### src/rtl/cpu_pkg.sv
// Shared definitions for the MIPS-subset CPU: control-unit branch codes and fetch FSM states.
package cpu_pkg;

  localparam int unsigned XLEN = 32;

  localparam logic [1:0] BR_NONE = 2'b00;
  localparam logic [1:0] BR_BNE  = 2'b01;
  localparam logic [1:0] BR_BEQ  = 2'b10;
  localparam logic [1:0] BR_JUMP = 2'b11;

  typedef enum logic [1:0] {
    IDLE  = 2'd0,
    FETCH = 2'd1,
    HOLD  = 2'd2
  } fetch_state_e;

endpackage

### src/rtl/next_pc_logic.sv
// Combinational next-PC selection: sequential, conditional branch or jump target.
module next_pc_logic
  import cpu_pkg::*;
(
  input  logic [XLEN-1:0] pc,
  input  logic [XLEN-1:0] instr,
  input  logic [1:0]      branch,
  input  logic            zero,
  output logic [XLEN-1:0] next_pc
);

  logic [XLEN-1:0] seq;
  logic [XLEN-1:0] btgt;
  logic [XLEN-1:0] jtgt;

  always_comb begin
    seq  = pc + XLEN'(4);
    btgt = seq + {{14{instr[15]}}, instr[15:0], 2'b00};
    jtgt = {seq[31:28], instr[25:0], 2'b00};
    next_pc = seq;
    case (branch)
      BR_BEQ:  next_pc = zero ? btgt : seq;
      BR_BNE:  next_pc = zero ? seq : btgt;
      BR_JUMP: next_pc = jtgt;
      default: next_pc = seq;
    endcase
  end

endmodule

### src/rtl/fetch_unit.sv
// Instruction-fetch stage: PC register, req/ready fetch from imem, hold for decode until ack.
module fetch_unit
  import cpu_pkg::*;
#(
  parameter logic [31:0] RESET_PC = 32'h0000_0000
) (
  input  logic        clk,
  input  logic        rst_n,
  output logic        imem_req,
  output logic [31:0] imem_addr,
  input  logic        imem_ready,
  input  logic [31:0] imem_rdata,
  output logic [31:0] instr,
  output logic [5:0]  opcode,
  output logic [5:0]  funct,
  output logic [31:0] pc,
  output logic [31:0] pc_plus4,
  output logic        instr_valid,
  input  logic        instr_ack,
  input  logic [1:0]  branch,
  input  logic        zero,
  output logic [31:0] retired
);

  fetch_state_e    state_q, state_d;
  logic [XLEN-1:0] pc_q, pc_d;
  logic [XLEN-1:0] instr_q, instr_d;
  logic [XLEN-1:0] retired_q, retired_d;
  logic            imem_req_q, imem_req_d;
  logic            instr_valid_q, instr_valid_d;
  logic [XLEN-1:0] next_pc;

  next_pc_logic u_next_pc (
    .pc      (pc_q),
    .instr   (instr_q),
    .branch  (branch),
    .zero    (zero),
    .next_pc (next_pc)
  );

  always_ff @(posedge clk or negedge rst_n) begin
    if (!rst_n) begin
      state_q       <= IDLE;
      pc_q          <= RESET_PC;
      instr_q       <= '0;
      retired_q     <= '0;
      imem_req_q    <= 1'b0;
      instr_valid_q <= 1'b0;
    end else begin
      state_q       <= state_d;
      pc_q          <= pc_d;
      instr_q       <= instr_d;
      retired_q     <= retired_d;
      imem_req_q    <= imem_req_d;
      instr_valid_q <= instr_valid_d;
    end
  end

  // Handshake flags are registered from the next state so they stay pure Moore outputs.
  always_comb begin
    state_d   = state_q;
    pc_d      = pc_q;
    instr_d   = instr_q;
    retired_d = retired_q;
    case (state_q)
      IDLE: state_d = FETCH;
      FETCH: begin
        if (imem_ready) begin
          instr_d = imem_rdata;
          state_d = HOLD;
        end
      end
      HOLD: begin
        if (instr_ack) begin
          pc_d      = next_pc;
          retired_d = retired_q + XLEN'(1);
          state_d   = FETCH;
        end
      end
      default: state_d = IDLE;
    endcase
    imem_req_d    = (state_d == FETCH);
    instr_valid_d = (state_d == HOLD);
  end

  assign imem_req    = imem_req_q;
  assign imem_addr   = pc_q;
  assign instr       = instr_q;
  assign opcode      = instr_q[31:26];
  assign funct       = instr_q[5:0];
  assign pc          = pc_q;
  assign pc_plus4    = pc_q + XLEN'(4);
  assign instr_valid = instr_valid_q;
  assign retired     = retired_q;

endmodule

### config.mk
export PLATFORM = sky130hd
export DESIGN_NAME = fetch_unit
export DESIGN_NICKNAME = d
export VERILOG_FILES = /design/src/rtl/cpu_pkg.sv /design/src/rtl/next_pc_logic.sv /design/src/rtl/fetch_unit.sv
export SDC_FILE = /design/constraint.sdc
export NUM_CORES = 1
export LEC_CHECK = 0
export ABC_AREA = 0
export CAP_MARGIN = 10
export CORE_ASPECT_RATIO = 2
export CORE_MARGIN = 2
export CORE_UTILIZATION = 67
export CTS_CLUSTER_DIAMETER = 100
export DETAILED_ROUTE_END_ITERATION = 8
export DONT_BUFFER_PORTS = 1
export GPL_ROUTABILITY_DRIVEN = 0
export PLACE_DENSITY = 0.83
export SETUP_SLACK_MARGIN = 0.02
export SYNTH_ARGS = -nofsm -noshare
export SYNTH_HDL_FRONTEND = slang
export SYNTH_SLANG_ARGS = --single-unit
### constraint.sdc
create_clock -name clk -period 9.75 [get_ports clk]
set_input_delay 0.975 -clock clk [delete_from_list [all_inputs] [get_ports clk]]
set_output_delay 0.975 -clock clk [all_outputs]
set_load 0.05 [all_outputs]
==> Word level (Yosys, flattened, before mapping) <==
Index checks and enable logic that the tools add are counted.
{ "word_totals": {"regBits": 100, "output_inout_bits": 174, "elab_cells": 25} }
{ "op_classes": {"reduce_logical": 3, "muxes": 6, "n_addsub": 3, "eq_ne": 7} }
{ "op_table": {"columns": ["operator", "count"], "rows": [
  ["$pmux 32 s3", 1],
  ["$mux 32", 2],
  ["$add 32x1->32 const B", 1],
  ["$add 32x3->32 const B", 1],
  ["$add 32x32->32", 1],
  ["$eq 2x2->1 const B", 4],
  ["$eq 2x1->1 const B", 3],
  ["$pmux 2 s3", 1],
  ["$mux 2", 2],
  ["$reduce_and 2->1", 2],
  ["$logic_not 2->1", 1]
]} }

==> Depth between registers and ports, before layout <==
{ "logic_depth": {"ltp_word": 4, "depth_mapped": 16, "ltp_nobuf": 16} }

==> Cells and area by module <==
From an unflattened synthesis, not the netlist that was laid out.
{ "hier_totals": {"cells_unflattened": 924, "hier_area_um2": 7892.6} }
{ "by_module_without_submodules": {"columns": ["module", "seq_area_each_um2", "n_inst", "cells_each", "area_each_um2"], "rows": [
  ["fetch_unit", 2502.4, 1, 460, 4853.4],
  ["next_pc_logic", 0.0, 1, 464, 3039.2]
]} }

==> Worst setup path after synthesis <==
OpenSTA, ideal clock, no wires.
{ "synth_timing": {"path_kind": "reg-to-reg", "startpoint": "reg pc_q[11], in the netlist imem_addr[11]", "endpoint": "reg pc_q[31], in the netlist imem_addr[31]", "setup_time_ns": 0.096, "synth_period_minus_slack_ns": 4.649, "setup_slack_ns": 5.101, "n_path_buf": 0, "arrival_time_ns": 4.553, "path_stages_with_launch": 16, "cell_sequence": "dfrtp_1 > and4_4 > nand4_2 > or3_4 > nor2_1 > and3_1 > xor2_1 > ha_1 > a21oi_1 > a21oi_1 > o21a_1 > o22ai_1 > a21oi_1 > xor2_1 > and3_1 > o31ai_1"} }
{ "synth_via": {"elab_chain_len": 4} }
{ "synth_rtl": {"columns": ["item", "line", "text"], "rows": [
  ["from (decl)", "fetch_unit.sv:26", "logic [XLEN-1:0] pc_q, pc_d;"],
  ["from (signal assigned)", "fetch_unit.sv:51", "pc_q <= pc_d;"],
  ["$add 32x3->32 *", null, null],
  ["named net pc_plus4[28]", "fetch_unit.sv:17", "output logic [31:0] pc_plus4,"],
  ["$add 32x32->32 *", "next_pc_logic.sv:18", "btgt = seq + {{14{instr[15]}}, instr[15:0], 2'b00};"],
  ["$mux 32 (on tied branches)", "next_pc_logic.sv:23, next_pc_logic.sv:22", null],
  ["$pmux 32 s3 *", "next_pc_logic.sv:21", "case (branch)"]
]} }
Mark *: on every way through the listed nets, which the timed path passes. The rest lies on a longest branch.
A chain may end at the register's enable or synchronous reset.

==> Worst setup path after layout <==
Same ends and word-level chain as after synthesis.

==> metrics.txt <==
postcts setup bufs 0; Syn-to-layout area delta 4.88%; Hold Crit Class in -> async; Reg2Reg Depth 15; TNS Setup 0 ns; PortBufs 0; Num CTS Buffers 9; maxcap violations 0; WP buf/inv 0; clock transition at the registers of the reported paths 0.07 ns; dpl hpwl 12800 um; outcome finished clean; CTS tree built; DIE HEIGHT 145 um; Setup crit start imem_addr[11]$_DFFE_PN0P_; DR WL/cell 21.1 um; Top delay family on crit path simple AND/OR/NAND/NOR gates; Max Slew Vio Count 0; Post-CTS Hold Buffers 0; initial antenna violation count 0; layout net count 766; reg2reg start imem_addr[11]$_DFFE_PN0P_; first-pass iteration count of the detailed router 5; first-pass GRT wire length 26600 um; htree depth 3; end point of the critical path imem_addr[31]$_DFFE_PN0P_; CP max FO 9; synth warn 0; Synth Instances 706; worst slack, placed approximately 4.3 ns; post-route non-filler standard cell count 826; flops & latches, synth between 90 and 100; CP max stage delay 1.07 ns; commonest cells in the synthesized netlist dfrtp_1, nand2_1, xnor2_1; Total GRT Usage 0.319; reg-to-reg endpoint imem_addr[31]$_DFFE_PN0P_; Final Critical Period around 5.5 ns; clk root buf clkbuf_16; final setup fails 0; crit path cell chain and4_4 -> nand4_2 -> or3_4 -> nor2_1 -> and3_1 -> xor2_1 -> ha_1 -> a21oi_1 -> a21oi_1 -> o21a_1 -> o22ai_1 -> a21oi_1 -> xor2_1 -> and3_1 -> o31ai_1; Mapped Avg Cell Area 9.40 um2; max_slew headroom 0.225; most used cell, CP a21oi_1; cell with the most instances after synthesis dfrtp_1; largest area contributor in the netlist dfrtp_1; Final Cycle Share 0.568; Slew @ Worst Pin 1.16 ns; clock skew 0.00693 ns; vias in the first global route 5509; routed vias between 5000 and 6000; I/O pins roughly 210; Initial Util 0.684; share of the synthesized area in the top cell type 0.369; TritonCTS sink count ~100; post-cts resize count 0; Area contributors post-synth dfrtp_1, xnor2_1, ha_1; Final WS setup 4.21 ns; die width 74.4 um; core area 0.00970 mm2; ys flop type dfrtp_1; Seq/Total Area, Yosys 0.369; DRT iter0 DRCs 421; drt total wl 17400 um; Antenna diodes 0; placed cells 810; layout cells sized above 1 0.143; post-route ant nets 0; worst hold slack 0.317 ns; Max Fclk about 180 MHz; count of final hold-check violations 0; Crit path depth 15; row count 51; Reg2Reg Setup Slack 4.21 ns; pin count of the biggest net entering global routing 99; latest clock arrival within the worst-skew pair ~0.34 ns; Post-Syn Area about 0.0066 mm2; Setup Crit Path Kind reg -> reg; post-synthesis cell type count between 60 and 70; full die area 0.0108 mm2; crit start category flop; WP data arrival 5.79 ns; number of enable flip-flop cells after synthesis 0; Crit. End Element flop; Async SR Flop Fraction 1.00; Max clock buf depth 2; drc violations 0; slowest stage cell, crit path dfrtp_1; grt ovf 0; Via density 6.59; Req. time, crit path 10.00 ns; RSZ-0062 raised after global routing no
[per-stage QoR]
step / area (um2) / utilization
final: 6960 / 0.718
after global routing: 6960 / 0.718
after CTS: 6960 / 0.718
after detailed placement: 6660 / 0.687
after global placement: 6660 / 0.687
after floorplan: 6660 / -
[kinds of logic after synthesis]
kind of cell / count (synthesis) / share of synthesized area
AND/OR/NAND/NOR: 215 / 0.158
other: 1 / 0.000565
XOR/XNOR: 83 / 0.109
buffers and inverters: 84 / 0.0746
AO/OA/AOI/OAI: 153 / 0.157
adder cells (fa/ha/maj): 38 / 0.0727
multiplexers: 34 / 0.0575
flip-flops: 98 / 0.369
[worst min-delay path by stage]
stage | end | from | slack, ns
floorplan | instr_valid$_DFF_PN0_ | state_q[0]$_DFF_PN0_ | 0.52
global placement | state_q[1]$_DFF_PN0_ | state_q[0]$_DFF_PN0_ | 0.58
detailed placement | state_q[1]$_DFF_PN0_ | state_q[0]$_DFF_PN0_ | 0.61
CTS | imem_req$_DFF_PN0_ | rst_n | 0.31
global route | retired[7]$_DFFE_PN0P_ | rst_n | 0.30
finish | retired[5]$_DFFE_PN0P_ | rst_n | 0.32
[routing by layer]
| layer | part of all wire | global-route usage |
|---|---|---|
| met3 | 0.058 | 0.0734 |
| met4 | 0.052 | 0.194 |
| met1 | 0.33 | 0.305 |
| met2 | 0.56 | 0.591 |
| met5 | 0 | 0 |
[worst register-to-register path, delay by kind of cell, from the launching register on]
family	cells	cell delay [ns]
and+or+nand+nor	6	1.77
AOI/OAI and AO/OA	6	1.10
DFF	1	1.07
xor gates and xnor gates	2	1.07
adders and majority gates	1	0.44
[layout make-up]
class | instances | area [um2]
fillers | 737 | 2740
well taps | 132 | 165
clock buffers | 10 | 229
clock inverters | 6 | 73.8
multi-input cells | 529 | 3720
repair buffers | 35 | 263
inverters | 16 | 60.1
flip-flops and latches | 98 | 2450
[flip-flops by register name (all words and copies together), names as in the netlist]
register and flops:
instr 32, instr_valid 1, state_q 2, imem_addr 30
retired 32, imem_req 1
[placed cells by master, fill, tap and decap left out, drive strengths merged, types with 6 or more instances in the layout]
| cell | synthesis | final |
|---|---|---|
| nand3 | 26 | 26 |
| o21ai | 37 | 37 |
| mux2 | 33 | 33 |
| clkbuf | 19 | 10 |
| dfrtp | 98 | 98 |
| inv | 16 | 18 |
| xnor2 | 54 | 54 |
| a221oi | 11 | 11 |
| nand4 | 10 | 10 |
| nor3 | 10 | 10 |
| conb | 1 | 6 |
| ha | 37 | 37 |
| a222oi | 11 | 11 |
| and4 | 6 | 6 |
| a21o | 13 | 13 |
| nand2 | 76 | 76 |
| a21oi | 37 | 37 |
| and3 | 19 | 19 |
| xor2 | 29 | 29 |
| a31oi | 13 | 13 |
| buf | 49 | 35 |
| nor2 | 45 | 45 |
Power is not shown: default switching activity piles up to over one toggle a cycle in this logic, so the estimate is an artifact.
